**config.mk**
```make
export PLATFORM = sky130hd
export DESIGN_NAME = noise_signal_gen
export DESIGN_NICKNAME = d
export VERILOG_FILES = /design/src/rtl/signal_gen_pkg.sv /design/src/rtl/sync_edge_det.sv /design/src/rtl/noise_signal_gen.sv
export SDC_FILE = /design/constraint.sdc
export NUM_CORES = 1
export LEC_CHECK = 0
export ABC_AREA = 0
export BUFFER_PORTS_ARGS = -buffer_cell sky130_fd_sc_hd__buf_2
export CORE_ASPECT_RATIO = 1.2
export CORE_MARGIN = 5
export CORE_UTILIZATION = 49
export CTS_CLUSTER_DIAMETER = 100
export DETAILED_ROUTE_END_ITERATION = 8
export PLACE_DENSITY = 0.84
export SLEW_MARGIN = 15
export SYNTH_ARGS = -nofsm -noshare
export SYNTH_HDL_FRONTEND = slang
export SYNTH_SLANG_ARGS = --single-unit
```
**constraint.sdc**
```tcl
create_clock -name clk -period 2.1 [get_ports clk]
set_clock_uncertainty 0.2 [all_clocks]
set_input_delay 0.105 -clock clk [delete_from_list [all_inputs] [get_ports clk]]
set_output_delay 0.105 -clock clk [all_outputs]
set_load 0.02 [all_outputs]
```
**src/rtl/signal_gen_pkg.sv**
```systemverilog
// Shared types and defaults for the noise tester burst generator.
// Optional dead-time insertion is selected by the SIGNAL_GEN_DEADTIME_EN macro.
`timescale 1ns/1ps
package signal_gen_pkg;

  typedef enum logic [1:0] {
    IDLE = 2'd0,
    ARM  = 2'd1,
    RUN  = 2'd2
  } gen_state_e;

  localparam int COUNT_W         = 10;
  localparam int DEF_BURST_LEN   = 200;
  localparam int DEF_DEAD_CYCLES = 4;

endpackage

```
**src/rtl/sync_edge_det.sv**
```systemverilog
// Two-flop synchronizer for an asynchronous level, followed by a registered
// rising-edge pulse (one clk cycle wide, three cycles after the input edge).
`timescale 1ns/1ps
module sync_edge_det (
  input  logic clk,
  input  logic rst_n,
  input  logic d_async,
  output logic rise_pulse
);

  logic sync_p0;
  logic sync_p1;
  logic sync_p2;

  always_ff @(posedge clk or negedge rst_n) begin
    if (!rst_n) begin
      sync_p0    <= 1'b0;
      sync_p1    <= 1'b0;
      sync_p2    <= 1'b0;
      rise_pulse <= 1'b0;
    end else begin
      sync_p0    <= d_async;
      sync_p1    <= sync_p0;
      // edge register stage
      sync_p2    <= sync_p1;
      rise_pulse <= sync_p1 & ~sync_p2;
    end
  end

endmodule

```
**src/rtl/noise_signal_gen.sv**
```systemverilog
// Burst generator: a start edge arms a BURST_LEN-tick burst of complementary
// square waves paced by clk_100. Define SIGNAL_GEN_DEADTIME_EN for non-overlap.
`timescale 1ns/1ps
module noise_signal_gen
  import signal_gen_pkg::*;
#(
  parameter int BURST_LEN   = DEF_BURST_LEN,
  parameter int DEAD_CYCLES = DEF_DEAD_CYCLES
) (
  input  logic               clk,
  input  logic               rst_n,
  input  logic               clk_100,
  input  logic               start,
  output logic               enable,
  output logic               out_1,
  output logic               out_2,
  output logic [COUNT_W-1:0] count
);

  localparam logic [COUNT_W-1:0] LAST_CNT = COUNT_W'(BURST_LEN - 1);
  localparam logic [COUNT_W-1:0] FULL_CNT = COUNT_W'(BURST_LEN);

  if (BURST_LEN < 2 || BURST_LEN > 1023 || DEAD_CYCLES < 1) begin : g_bad_cfg
    $error("noise_signal_gen: BURST_LEN must be 2..1023 and DEAD_CYCLES >= 1");
  end

  logic tick;
  logic start_evt;

  sync_edge_det u_tick_det (
    .clk        (clk),
    .rst_n      (rst_n),
    .d_async    (clk_100),
    .rise_pulse (tick)
  );

  sync_edge_det u_start_det (
    .clk        (clk),
    .rst_n      (rst_n),
    .d_async    (start),
    .rise_pulse (start_evt)
  );

  gen_state_e state;

`ifdef SIGNAL_GEN_DEADTIME_EN
  localparam int DEAD_W = $clog2(DEAD_CYCLES + 1);
  localparam logic [DEAD_W-1:0] DEAD_LOAD = DEAD_W'(DEAD_CYCLES);

  // phase is the level out_1 will take once the dead window closes
  logic              phase;
  logic [DEAD_W-1:0] dead_cnt;
`endif

  // output register stage
  always_ff @(posedge clk or negedge rst_n) begin
    if (!rst_n) begin
      state    <= IDLE;
      enable   <= 1'b0;
      out_1    <= 1'b0;
      out_2    <= 1'b0;
      count    <= '0;
`ifdef SIGNAL_GEN_DEADTIME_EN
      phase    <= 1'b0;
      dead_cnt <= '0;
`endif
    end else begin
`ifdef SIGNAL_GEN_DEADTIME_EN
      if (dead_cnt != '0) begin
        dead_cnt <= dead_cnt - DEAD_W'(1);
        if (dead_cnt == DEAD_W'(1)) begin
          out_1 <= phase;
          out_2 <= ~phase;
        end
      end
`endif
      case (state)
        IDLE: begin
          if (start_evt) begin
            state <= ARM;
            count <= '0;
          end
        end
        ARM: begin
          if (tick) begin
            state  <= RUN;
            enable <= 1'b1;
            out_1  <= 1'b1;
            out_2  <= 1'b0;
`ifdef SIGNAL_GEN_DEADTIME_EN
            phase  <= 1'b1;
`endif
          end
        end
        RUN: begin
          if (tick) begin
            if (count == LAST_CNT) begin
              state    <= IDLE;
              count    <= FULL_CNT;
              enable   <= 1'b0;
              out_1    <= 1'b0;
              out_2    <= 1'b0;
`ifdef SIGNAL_GEN_DEADTIME_EN
              dead_cnt <= '0;
`endif
            end else begin
              count    <= count + COUNT_W'(1);
`ifdef SIGNAL_GEN_DEADTIME_EN
              phase    <= ~phase;
              out_1    <= 1'b0;
              out_2    <= 1'b0;
              dead_cnt <= DEAD_LOAD;
`else
              out_1    <= ~out_1;
              out_2    <= out_1;
`endif
            end
          end
        end
        default: state <= IDLE;
      endcase
    end
  end

endmodule

```
==> out/metrics.cfg, run 1 <==
[routing]
dr.pass1.iters=4
num_vias=892
drtIter0Drc=26
vias_per_cell=5.44
wl_mm=2.24
postRouteAntennaNets=0
drc_errors=0
wl_per_cell_microns=13.6

[pwr]
clockPowerShare_pct=15.5
swShare_pct=38.1
p_seq_share_pct=41.6
p_switching_uw=490
vdd_drop_max_mv=0.789
power_mw=1.29
powerDensity_nw_per_um2=956
leakagePower_nw=0.651
p_comb_share_pct=42.9
internal_power_uw=795

[synthesis]
synth_top_area_share_pct=52.6
yosys_register_bits=23
synthMuxAreaShare_pct=4.00
synth_top_family_by_area=simple AND/OR/NAND/NOR gates
synth_cell_types=33
syn_inst=104
syn_area_sq_um=1090
syn_nets=113
synth_area_leaders=dfrtp_1 (53%), ha_1 (5.7%), nand3_1 (5.0%)
synth-edff-count=0
synthSimpleGateAreaFrac_pct=19.9
synth-compound-area-share_pct=13.5
synthAdderAreaFrac_pct=5.72
synth_xor_area_share_pct=0
synth_top_cell_by_area=dfrtp_1
synth-warning-count=0
synth_seq_area_share_pct=52.6
async_reset_ff_share_pct=100
yosys_most_used_dff=dfrtp_1
syn_area_per_cell_sq_um=10.5
yosys-top-cells-count=dfrtp_1 (23), nand2_1 (12), nand3_1 (11)
synth.most_common_cell=dfrtp_1

[floorplanning]
rows=18
io_pins=17
die_h_microns=61.8
die_area_sq_um=3280
dieWidth_microns=53.1
initial_core_util_pct=52.2
core_sq_um=2090

[global_route]
track_usage_pct=17.0
grt_overflow=0
grt.busiest_layer=met2
grt_use_met1_pct=24.7
grt_pass1_wl_mm=4.20
antenna_found_initial=0
grt_start_max_net_pins=24
grt.met2_usage_pct=28.0
gr-usage-met3_pct=1.67
grt_pass1_vias=886

[clocking]
cts-root-buf=clkbuf_4
numClockSinks=23
cts_buffer_depth=2
clkLatencyLatePin_ns=0.30
cts_tree=yes
clkSlewWorstSetupHoldPaths_ns=0.13
cts.htree.levels=1
numCtsBuffers=3

[worst_setup_path]
crit_fanout=6
start_kind=flip-flop
required_ns=2.11
worst-r2r-cell-count=7
path_class=flip-flop to flip-flop
crit_arrival_ns=1.98
cp-end-kind=flip-flop

[timing]
period_share_pct=93.9
hold_slack_ns=0.0793
rsz0062_at_grt=false
hold_viol=0
max-slew-margin-rel_pct=67.1
min_period_ns=1.97
clock.fmax_mhz=507
setup_viol=0
tns_ns=0
tightest_slew_ns=0.494
maxSlewViolCount=0

[place]
hpwl_mm=1.74
routabilityCongestion=0.774
io_buffers=16
place_area_sq_um=1250

[final_layout]
drive_gt1_share_pct=29.1
finalNetCount=144
final_area_sq_um=1340
final_util_pct=64.2
diodes=0
area_growth_pct=22.9

[status]
status=finished clean

[hold_path]
min_path_type=input port to asynchronous set/reset pin

[run]
cap_viol_max_count=0

[metal layers]
layer	part of all wire [%]	routed length, microns	up-vias
met4	0.27	6	0
met2	50	1120	25
li1	-	-	432
met1	46	1030	433
met5	0	0	-
met3	3.9	87	2
[flip-flops by register name, summed over array words and instances, names as in the netlist]
name	count
enable	1
u_start_det.sync_p0	1
u_tick_det.rise_pulse	1
u_start_det.sync_p1	1
out_2	1
u_tick_det.sync_p1	1
u_tick_det.sync_p0	1
state	2
u_start_det.sync_p2	1
u_start_det.rise_pulse	1
count	10
out_1	1
u_tick_det.sync_p2	1
[final timing paths]
kind / slack (ns) / to / from
min in group clk: 0.17 / u_start_det.sync_p1$_DFF_PN0_ / u_start_det.sync_p0$_DFF_PN0_
worst max-delay path: 0.13 / state[1]$_DFFE_PN0P_ / state[0]$_DFFE_PN0P_
worst min-delay path: 0.08 / count[9]$_DFFE_PN0P_ / rst_n
worst max register to register: 0.13 / state[1]$_DFFE_PN0P_ / state[0]$_DFFE_PN0P_
max in group asynchronous: 1.26 / count[1]$_DFFE_PN0P_ / rst_n
worst min register to register: 0.17 / u_start_det.sync_p1$_DFF_PN0_ / u_start_det.sync_p0$_DFF_PN0_
[power by group through the flow]
stage	sequential [mW]	combinational [mW]	clock (mW)
2_1_floorplan	0.570	0.309	0
3_3_place_gp	0.536	0.492	0
3_5_place_dp	0.539	0.515	0
4_1_cts	0.532	0.521	0.202
5_1_grt	0.543	0.630	0.222
6_report	0.534	0.552	0.199
[cell type report]
| cell class | count | area, sq um |
|---|---|---|
| clock inverter | 1 | 5.00 |
| tap | 30 | 37.5 |
| clock buffer | 3 | 22.5 |
| fill | 159 | 751 |
| timing repair buffer | 29 | 185 |
| sequential | 23 | 577 |
| multi-input combinational | 71 | 490 |
| inverter | 7 | 26.3 |
[cells in the final DEF (no fill, tap or decap), types with 2 or more instances in the layout]
cell type	Yosys	final
dfrtp_1	23	22
buf_2	1	16
nand2_1	12	12
nand3_1	11	11
buf_4	0	10
o21ai_0	8	8
inv_1	7	7
nor2_1	4	4
ha_1	5	4
mux2_2	3	3
clkbuf_4	0	3
dlygate4sd3_1	0	3
nor2b_1	2	2
a31oi_1	2	2
a21oi_1	2	2
o31ai_1	2	2
or4_1	2	2
[cell families after synthesis]
family                     after synthesis
AOI/OAI and AO/OA                       22
adders and majority gates                5
buffers and inverters                   10
DFF                                     23
muxes                                    4
and+or+nand+nor                         40
[worst max-delay path: stages (launching register included)]
cell	delay, ns
dfrtp_1	0.43
inv_1	0.09
ha_1	0.26
inv_1	0.09
a41o_1	0.26
buf_4	0.15
nand3_1	0.07
mux2_2	0.32
[stage by stage]
| step | instances | setup slack (ns) |
|---|---|---|
| 2_1_floorplan | 104 | 0.0256 |
| 3_3_place_gp | 155 | 0.0540 |
| 3_5_place_dp | 155 | 0.0399 |
| 4_1_cts | 162 | 0.00932 |
| 5_1_grt | 164 | 0.0131 |
| 6_report | 164 | 0.127 |
[what timing repair did]
item	in CTS	in global routing
setup endpoints to repair	0	6
resized for setup	0	4
setup buffers	0	2
hold buffers	3	0
hold endpoints to repair	25	0
(Power assumes the default switching activity.)
==> inputs of run 2 (changes only) <==
CORE_ASPECT_RATIO = not set   (was 1.2)
==> run 2 against run 1 <==
Compared with the run above: wire length up 9.6%; register-to-register slack got worse by 0.02 ns; core utilization fell by 2.8 points; setup slack worse by 0.022 ns; total power up 3.7%; design area shrank 0.93%; clock power grew 6%; critical endpoint is now count[8]$_DFFE_PN0P_; largest power group unchanged.
==> out/metrics.cfg, run 2 (synthesis results as in run 1) <==
[global_route]
grt_pass1_wl_mm=4.04  ; -3.8%
grt_start_max_net_pins=24  ; unchanged
grt_pass1_vias=899  ; +1.5%
antenna_found_initial=0  ; unchanged
grt_overflow=0  ; unchanged
track_usage_pct=15.5  ; -1.5 points

[worst_setup_path]
start_kind=flip-flop
reg2reg_to=count[8]$_DFFE_PN0P_
r2r_setup_slack_ns=0.10  ; -0.02 ns
crit_arrival_ns=2.02  ; +0.04 ns
cp-startpoint=count[1]$_DFFE_PN0P_
cp-end-kind=flip-flop
path_class=flip-flop to flip-flop
required_ns=2.12  ; about the same
crit_fanout=9  ; +3
regToRegStartpoint=count[1]$_DFFE_PN0P_
cp_top_family=compound AO/OA/AOI/OAI gates
critPathMaxStageDelay_ns=0.44  ; about the same
worst-r2r-cell-count=6  ; -1
cp_cell_sequence=ha_2 > nor4b_2 > a41o_2 > buf_4 > o21ai_0 > a32o_1
critPathBufInv=1  ; -2
cp.depth=6  ; -1
cpMaxStageDelayCell=dfrtp_1

[clocking]
clkLatencyLatePin_ns=0.31  ; about the same
cts-root-buf=clkbuf_4
numCtsBuffers=3  ; unchanged
clkSlewWorstSetupHoldPaths_ns=0.13  ; about the same
numClockSinks=23  ; unchanged
cts_tree=yes
cts.htree.levels=1  ; unchanged
cts_buffer_depth=2  ; unchanged

[pwr]
vdd_drop_max_mv=0.705  ; -11%
leakagePower_nw=0.642  ; -1.3%
powerDensity_nw_per_um2=1000  ; +4.6%
internal_power_uw=811  ; +1.9%
p_switching_uw=522  ; +6.5%
swShare_pct=39.2  ; +1.0 points
clockPowerShare_pct=15.8  ; +0.3 points
power_mw=1.33  ; +3.7%
p_comb_share_pct=43.8  ; +0.9 points
p_seq_share_pct=40.4  ; -1.2 points

[floorplanning]
initial_core_util_pct=50.4  ; -1.8 points
core_sq_um=2170  ; +3.6%
rows=17  ; -1
die_h_microns=57.2  ; -7.3%
dieWidth_microns=57.2  ; +7.7%
die_area_sq_um=3280  ; -0.12%
io_pins=17  ; unchanged

[final_layout]
drive_gt1_share_pct=29.3  ; +0.22 points
multi_input_area_sq_um=488  ; -0.51%
finalNetCount=143  ; -0.69%
largest_reg_flops=10  ; unchanged
top_register=count
final_area_sq_um=1330  ; -0.93%
layout_commonest_cell=dfrtp_1
area_growth_pct=21.7
seqCellArea_sq_um=577  ; unchanged
final_cell_mix=dfrtp_1 (22), buf_2 (16), nand2_1 (12), nand3_1 (11), buf_4 (9)
fill_cells=172  ; +8.2%
reg_top3=count (10), state (2)
diodes=0  ; unchanged

[timing]
min_period_ns=2.00  ; +0.0223 ns
hold_viol=0  ; unchanged
period_share_pct=95.0  ; +1.1 points
maxSlewViolCount=0  ; unchanged
clock.fmax_mhz=501  ; -1.1%
setup_viol=0  ; unchanged
tightest_slew_ns=0.487  ; -0.00667 ns
rsz0062_at_grt=false
tns_ns=0  ; unchanged
hold_slack_ns=0.0619  ; -0.0174 ns
max-slew-margin-rel_pct=67.5  ; +0.44 points

[place]
routabilityCongestion=0.863  ; +11%
hpwl_mm=1.62  ; -7.2%
place_area_sq_um=1230  ; -1.4%
io_buffers=16  ; unchanged

[routing]
vias_per_cell=5.55  ; +2.0%
drc_errors=0  ; unchanged
wl_mm=2.45  ; +9.6%
dr.pass1.iters=4  ; unchanged
num_vias=893  ; +0.11%
drtIter0Drc=34  ; +31%
postRouteAntennaNets=0  ; unchanged
wl_per_cell_microns=15.2  ; +12%

[hold_path]
min_path_type=input port to asynchronous set/reset pin

[status]
status=finished clean

[run]
cap_viol_max_count=0  ; unchanged

## run 2: repair_timing
item / 4_1_cts / 5_1_grt
hold buffers: 3 / 0
endpoints found under the setup margin: 0 / 7
resized for setup: 0 / 5
buffers inserted: 0 / 3
endpoints found under the hold margin: 25 / 0
## run 2: layout make-up
| class | instances | share of cell area [%] |
|---|---|---|
| Clock buffer | 3 | 1.69 |
| Clock inverter | 1 | 0.376 |
| Inverter | 7 | 1.97 |
| Multi-Input combinational cell | 71 | 36.7 |
| Sequential cell | 23 | 43.3 |
| Tap cell | 28 | 2.63 |
| Timing Repair Buffer | 28 | 13.3 |
## run 2: how the worst max path moves through the flow
stage | slack, ns | to
2_1_floorplan | 0.03 | count[9]$_DFFE_PN0P_
3_3_place_gp | 0.13 | count[4]$_DFFE_PN0P_
3_5_place_dp | 0.06 | count[8]$_DFFE_PN0P_
4_1_cts | 0.007 | count[8]$_DFFE_PN0P_
5_1_grt | 0.03 | count[8]$_DFFE_PN0P_
6_report | 0.10 | count[8]$_DFFE_PN0P_
## run 2: power groups by stage
stage               clock network [mW]  registers (mW)  logic [mW]
detailed placement                   0           0.543       0.501
global route                     0.227           0.545       0.637
global placement                     0           0.539       0.486
CTS                              0.208           0.534       0.516
finish                           0.210           0.539       0.584
floorplan                            0           0.570       0.309
## run 2: stage by stage
stage / util [%] / cells / setup slack, ns
CTS: 59.5 / 158 / 0.00734
finish: 61.4 / 161 / 0.105
global route: 61.4 / 161 / 0.0291
global placement: 56.9 / 151 / 0.129
detailed placement: 56.9 / 151 / 0.0593
floorplan: - / 104 / 0.0256
## run 2: metal layers
metal | wire length, microns | track usage [%] | up-vias | share of wire [%]
li1 | - | - | 428 | -
met1 | 995 | 19.5 | 414 | 41
met2 | 1230 | 25.4 | 41 | 50
met3 | 161 | 3.62 | 10 | 6.6
met4 | 67 | 6.62 | 0 | 2.7
met5 | 0 | 0 | - | 0
